File: config.mk
export PLATFORM = sky130hd
export DESIGN_NAME = io_bridge
export DESIGN_NICKNAME = d
export VERILOG_FILES = /design/src/rtl/io_bridge.sv
export SDC_FILE = /design/constraint.sdc
export NUM_CORES = 1
export LEC_CHECK = 0
export BUFFER_PORTS_ARGS = -buffer_cell sky130_fd_sc_hd__buf_2
export CAP_MARGIN = 10
export CORE_MARGIN = 2
export CORE_UTILIZATION = 54
export CTS_CLUSTER_DIAMETER = 50
export CTS_CLUSTER_SIZE = 24
export DETAILED_ROUTE_END_ITERATION = 10
export GPL_ROUTABILITY_DRIVEN = 0
export PLACE_DENSITY = 0.81
export SYNTH_ARGS = -nofsm -noshare
export SYNTH_HDL_FRONTEND = slang
export SYNTH_SLANG_ARGS = --single-unit
File: constraint.sdc
create_clock -name clk -period 2.75 [get_ports clk]
set_input_delay 0.55 -clock clk [delete_from_list [all_inputs] [get_ports clk]]
set_output_delay 0.55 -clock clk [all_outputs]
set_load 0.1 [all_outputs]
File: src/rtl/io_bridge.sv
// Memory-mapped peripheral bridge: LED, switch, debounced button, seven-segment and cycle-counter registers.
// Optional cycle counter at 0xFC40 is built only when IO_CYCLE_CNT_EN is defined.
module io_bridge #(
   parameter int unsigned SW_W       = 16,
   parameter int unsigned LED_W      = 16,
   parameter logic [19:0] DEB_CYCLES = 20'd1_000_000
) (
   input  logic              clk,
   input  logic              rst_n,
   input  logic [31:0]       addr,
   input  logic [31:0]       wdata,
   input  logic              ioRead,
   input  logic              ioWrite,
   output logic [31:0]       rdata,
   input  logic [SW_W-1:0]   sw,
   input  logic [3:0]        btn,
   output logic [LED_W-1:0]  led,
   output logic [31:0]       seg_data
);

   localparam int unsigned CW      = $clog2(DEB_CYCLES);
   localparam logic [CW-1:0] CNT_MAX = CW'(DEB_CYCLES - 20'd1);

   // Word offsets (addr[15:2]) of the mapped registers
   localparam logic [13:0] OFF_LED = 14'h3F00;
   localparam logic [13:0] OFF_SW  = 14'h3F04;
   localparam logic [13:0] OFF_BTN = 14'h3F08;
   localparam logic [13:0] OFF_SEG = 14'h3F0C;
   localparam logic [13:0] OFF_CYC = 14'h3F10;

   logic [13:0]     off;
   logic [SW_W-1:0] sw_s1, sw_s2;
   logic [3:0]      btn_s1, btn_s2;
   logic [3:0]      lvl, flag, rise;
   logic [CW-1:0]   cnt [4];
   logic            btn_clr;

   assign off     = addr[15:2];
   assign btn_clr = ioRead && (off == OFF_BTN);

   always_ff @(posedge clk or negedge rst_n) begin
      if (!rst_n) begin
         sw_s1  <= '0;
         sw_s2  <= '0;
         btn_s1 <= '0;
         btn_s2 <= '0;
      end else begin
         sw_s1  <= sw;
         sw_s2  <= sw_s1;
         btn_s1 <= btn;
         btn_s2 <= btn_s1;
      end
   end

   // A rising debounced level is detected on the same edge the toggle happens
   always_comb begin
      rise = '0;
      for (int unsigned i = 0; i < 4; i++) begin
         rise[i] = ~lvl[i] & btn_s2[i] & (cnt[i] == CNT_MAX);
      end
   end

   always_ff @(posedge clk or negedge rst_n) begin
      if (!rst_n) begin
         lvl  <= '0;
         flag <= '0;
         for (int unsigned i = 0; i < 4; i++) begin
            cnt[i] <= '0;
         end
      end else begin
         for (int unsigned i = 0; i < 4; i++) begin
            if (btn_s2[i] != lvl[i]) begin
               if (cnt[i] == CNT_MAX) begin
                  lvl[i] <= ~lvl[i];
                  cnt[i] <= '0;
               end else begin
                  cnt[i] <= cnt[i] + 1'b1;
               end
            end else begin
               cnt[i] <= '0;
            end
         end
         // Set has priority over a read-clear landing on the same edge
         flag <= (flag & ~{4{btn_clr}}) | rise;
      end
   end

   always_ff @(posedge clk or negedge rst_n) begin
      if (!rst_n) begin
         led      <= '0;
         seg_data <= '0;
      end else if (ioWrite) begin
         if (off == OFF_LED) led <= wdata[LED_W-1:0];
         if (off == OFF_SEG) seg_data <= wdata;
      end
   end

`ifdef IO_CYCLE_CNT_EN
   logic [31:0] cyc;

   always_ff @(posedge clk or negedge rst_n) begin
      if (!rst_n) begin
         cyc <= '0;
      end else if (ioWrite && (off == OFF_CYC)) begin
         cyc <= wdata;
      end else begin
         cyc <= cyc + 32'd1;
      end
   end
`endif

   always_comb begin
      rdata = '0;
      if (ioRead) begin
         case (off)
            OFF_LED: rdata = 32'(led);
            OFF_SW:  rdata = 32'(sw_s2);
            OFF_BTN: rdata = {24'd0, lvl, flag};
            OFF_SEG: rdata = seg_data;
`ifdef IO_CYCLE_CNT_EN
            OFF_CYC: rdata = cyc;
`endif
            default: rdata = '0;
         endcase
      end
   end

endmodule

Yosys cells after proc, flatten, opt, wreduce, memory -nomap -nowiden
Cells that the tools add are included.
{"block": "totals", "regBits": 176, "n_memories": 0, "latch_bits": 0, "mem_bits_rw": 0, "mem_bits_ro": 0, "inputBits": 88}
{"block": "op_classes", "reduce_logical": 7, "bitwise_logic": 15, "mux": 10, "order_cmp": 0, "div": 0, "addsub": 4, "n_eq_ne": 12, "n_shift": 0, "mul": 0}
{"cell": "20-bit two-way mux", "count": 8}
{"cell": "32-bit one-hot mux with 4 select lines", "count": 1}
{"cell": "20-bit by 1-bit adder with 20-bit output, second input constant", "count": 4}
{"cell": "20-bit == test, second input constant", "count": 4}
{"cell": "14-bit == test, second input constant", "count": 4}
{"cell": "32-bit two-way mux", "count": 1}
{"cell": "2-bit AND reduction", "count": 6}
{"cell": "1-bit AND", "count": 8}
{"cell": "4-bit AND", "count": 1}
{"cell": "1-bit inequality test", "count": 4}
{"cell": "1-bit inverter", "count": 4}
{"cell": "4-bit inverter", "count": 1}
{"cell": "4-bit bitwise OR", "count": 1}
{"cell": "1-bit logical AND", "count": 1}

Longest topological paths before layout
{"block": "logic_depth", "depth_word": 5, "mapped_depth": 6}

Worst setup path before layout
No wires, ideal clock.
{"block": "synth_path", "path_type": "in2out", "startpoint": "in addr[5]", "endpoint": "out rdata[16]", "arrival_ns": 3.594, "required_ns": 2.200, "n_path_buf": 2, "path_slack_ns": -1.394, "path_stages": 4, "cell_sequence": "clkbuf_1 clkbuf_1 nand2_1 nor3_1"}
{"block": "synth_between", "elab_chain_len": 3, "elab_cells_between_ends": 6}
{"item": "start: declaration", "line_no": "10", "source": "input logic [31:0] addr,"}
{"item": "14-bit == test", "line_no": "115", "source": "case (off)"}
{"item": "32-bit one-hot mux with 4 select lines *", "line_no": "115"}
{"item": "32-bit two-way mux *", "line_no": "114", "source": "if (ioRead) begin"}
{"item": "end: declaration", "line_no": "14", "source": "output logic [31:0] rdata,"}
Mark *: on every way between the ends. The rest lies on a longest branch, timed or not.

Final worst setup path
{"block": "layout_path", "startpoint": "in addr[3]", "endpoint": "out rdata[20]"}
Same word-level chain as after synthesis.

==> flow_metrics.py <==
metrics = {
    "outcome": {
        "status": "completed",
    },
    "timing": {
        "setup_viol": 0,
        "final_max_slew_viol_count": 0,
        "worst_slew_pin_slew_ns": 0.691,
        "rsz0062_at_grt": "no",
        "finalCritPeriodShare_pct": 96.4,
        "min_period_ns": 2.65,
        "hold_viol_final": 0,
        "fmax_ghz": 0.377,
        "finalClockSkew_ns": 0.00528,
        "fin_ws_ns": 0.0997,
        "relSlewSlack_pct": 53.8,
        "finalSetupTns_ns": 0,
    },
    "clocking": {
        "cts_tree": "built",
        "root_buffer": "clkbuf_16",
        "h-tree-depth": 4,
        "clk_latency_ns": 0.42,
        "path_clk_slew_ns": 0.06,
        "clock-sinks": 176,
        "post_cts_buffers": 0,
        "cts_resized": 0,
        "numCtsBuffers": 17,
        "postCtsHoldBufs": 0,
        "cts_max_path_buffers": 2,
    },
    "logic_synthesis": {
        "async_flop_share_pct": 100,
        "synth_top_family_by_area": "simple AND/OR/NAND/NOR gates",
        "synth_top_area_share_pct": 56.9,
        "synth_xor_area_share_pct": 6.34,
        "ys_ff_latch": 176,
        "syn-num-nets": 765,
        "synth_edf_count": 0,
        "synth_cells": 669,
        "yosys.area_share.simple_pct": 18.3,
        "ys_types": 39,
        "syn-cell-area_um2": 7740,
        "synth_common_cells": "176 x dfrtp_1, 87 x nor2_1, 56 x mux2_2, 47 x xnor2_1, 38 x nand2_1",
        "synth-warning-count": 0,
        "synth_flop_cell": "dfrtp_1",
        "muxShareOfSynthArea_pct": 10.5,
        "synth.avg_cell_area_um2": 11.6,
        "ys_top_cells_by_area": "dfrtp_1 57%, mux2_2 8.1%, xnor2_1 5.3%, nor2_1 4.2%, mux4_2 2.3%",
        "synthAdderAreaFrac_pct": 1.29,
        "synth_compound_area_share_pct": 4.64,
        "synth.most_common_cell": "dfrtp_1",
        "yosysTopAreaCell": "dfrtp_1",
        "seq_area_frac_synth_pct": 56.9,
    },
    "layout": {
        "layout-drive-gt1-share_pct": 35.3,
        "fillers": 872,
        "fin_nets": 927,
        "syn_to_final_growth_pct": 29.4,
    },
    "power_and_ir_drop": {
        "power.internal_w": 0.00410,
        "switching_power_w": 0.00118,
        "pwr-share-clk_pct": 45.2,
        "sw_frac_of_total_pct": 22.3,
        "powerDensity_nw_per_um2": 527,
        "seqPwrFrac_pct": 50.3,
        "leakage_nw": 4.55,
        "pwr-share-comb_pct": 4.5,
        "irDropWorstVdd_uv": 392,
    },
    "die": {
        "floorplan.initialDensity_pct": 55.5,
        "fp-row-count": 43,
        "die_w_um": 124,
        "die_area_um2": 15300,
        "ios": 168,
        "dieHeight_um": 124,
        "core_area_um2": 13900,
    },
    "placement": {
        "dp_slack_ns": 0.115,
        "dpl.hpwl_um": 14000,
        "io_buffers": 149,
    },
    "worst_setup_path": {
        "path_cells": "buf_2, nor4_4, and4b_1, and4_1, and2_2, buf_12",
        "cp.required_ns": 2.20,
        "endpoint_kind": "output pin",
        "start_kind": "input pin",
        "cp_slowest_cell": "and4b_1",
        "crit_type": "input pin to output pin",
        "cpPeakStageDelay_ns": 0.39,
        "critPathArrivalTime_ns": 2.10,
        "path_max_fanout": 8,
    },
    "grt": {
        "grt_max_degree": 76,
        "grt_pass1_wl_um": 31000,
        "track_usage_pct": 26.9,
        "antenna_found_initial": 1,
        "grt_pass1_vias": 6043,
        "grt.overflow.total": 0,
    },
    "detailed_routing": {
        "drc_errors": 0,
        "vias_per_cell": 5.85,
        "drtIter0Drc": 427,
        "drt-total-wl_um": 19700,
        "num_vias": 6002,
        "drt_pass1_iterations": 5,
        "antenna_left": 0,
        "routedWlPerCell_um": 19.2,
    },
    "worst_hold_path": {
        "hp-class": "input pin to asynchronous set/reset pin",
    },
    "job": {
        "drv_cap": 0,
    },
}
path summary, 6_finish.rpt:
kind	depth (start not counted)	endpoint	from	slack, ns
max in group asynchronous	2	seg_data[22]	rst_n	1.88
hold / removal	1	cnt[41]	rst_n	0.14
setup reg to reg	4	cnt[15]	cnt[15]	0.58
setup / recovery	6	rdata[20]	addr[3]	0.1
min in group clk	1	sw_s1[12]	sw[12]	0.23
hold reg to reg	0	btn_s2[0]	btn_s1[0]	0.35
logic make-up after synthesis:
family                     after synthesis
and+or+nand+nor                        270
AOI/OAI and AO/OA                       56
buffers and inverters                   39
adders and majority gates                8
DFF                                    176
xor gates and xnor gates                56
muxes                                   64
worst max-delay path: cells and delay by family:
family                 cells  cell delay [ns]
buffers and inverters      2             0.28
and+or+nand+nor            4             1.25
layout make-up:
cell class | count | area, µm² | share of cell area (%)
Sequential cell | 176 | 4400 | 44.0
Multi-Input combinational cell | 454 | 3340 | 33.3
Timing Repair Buffer | 164 | 1380 | 13.8
Clock buffer | 19 | 453 | 4.52
Tap cell | 180 | 225 | 2.25
Clock inverter | 13 | 139 | 1.39
Inverter | 18 | 67.6 | 0.675
Antenna cell | 2 | 5.00 | 0.0500
layer usage:
layer / GRT usage (%) / routed length, µm / vias up
met5: 0 / 0 / -
met4: 15.1 / 768 / 0
met3: 6.09 / 1350 / 60
met2: 45.9 / 10300 / 275
met1: 31.4 / 7320 / 2973
li1: - / - / 2694
power by group through the flow:
stage | clock [W] | sequential [W] | combinational [W]
5_1_grt | 0.00253 | 0.00266 | 0.000265
4_1_cts | 0.00242 | 0.00266 | 0.000239
2_1_floorplan | 0 | 0.00270 | 0.0000898
3_5_place_dp | 0 | 0.00271 | 0.000237
3_3_place_gp | 0 | 0.00270 | 0.000226
6_report | 0.00239 | 0.00266 | 0.000236
per-stage QoR:
stage	power (W)	area (µm²)	instances	hold slack (ns)	utilization, %
detailed placement	0.00294	9420	992	0.335	67.6
floorplan	0.00279	7900	669	0.254	-
global route	0.00545	10000	1025	0.206	71.8
CTS	0.00532	10000	1024	0.165	71.8
finish	0.00528	10000	1026	0.139	71.9
global placement	0.00293	9420	992	0.333	67.6
state kept, by name, indices dropped and copies added, names as in the netlist:
signal	cells
seg_data	32
btn_s2	4
lvl	4
cnt	80
flag	4
sw_s2	16
sw_s1	16
led	16
btn_s1	4
cells in the final DEF (no fill, tap or decap), drive strengths merged, types with 9 or more instances in the layout:
cell      n
o31ai     9
nor4     13
and3     11
dfrtp   176
nand2    38
nor2     87
nand3    24
or3      13
or4      18
o21ai    11
inv      18
mux2     56
nand4    16
xnor2    47
buf     164
a21oi    20
xor2      9
nor3     24
clkbuf   19
Power figures use the tool's default switching activity.
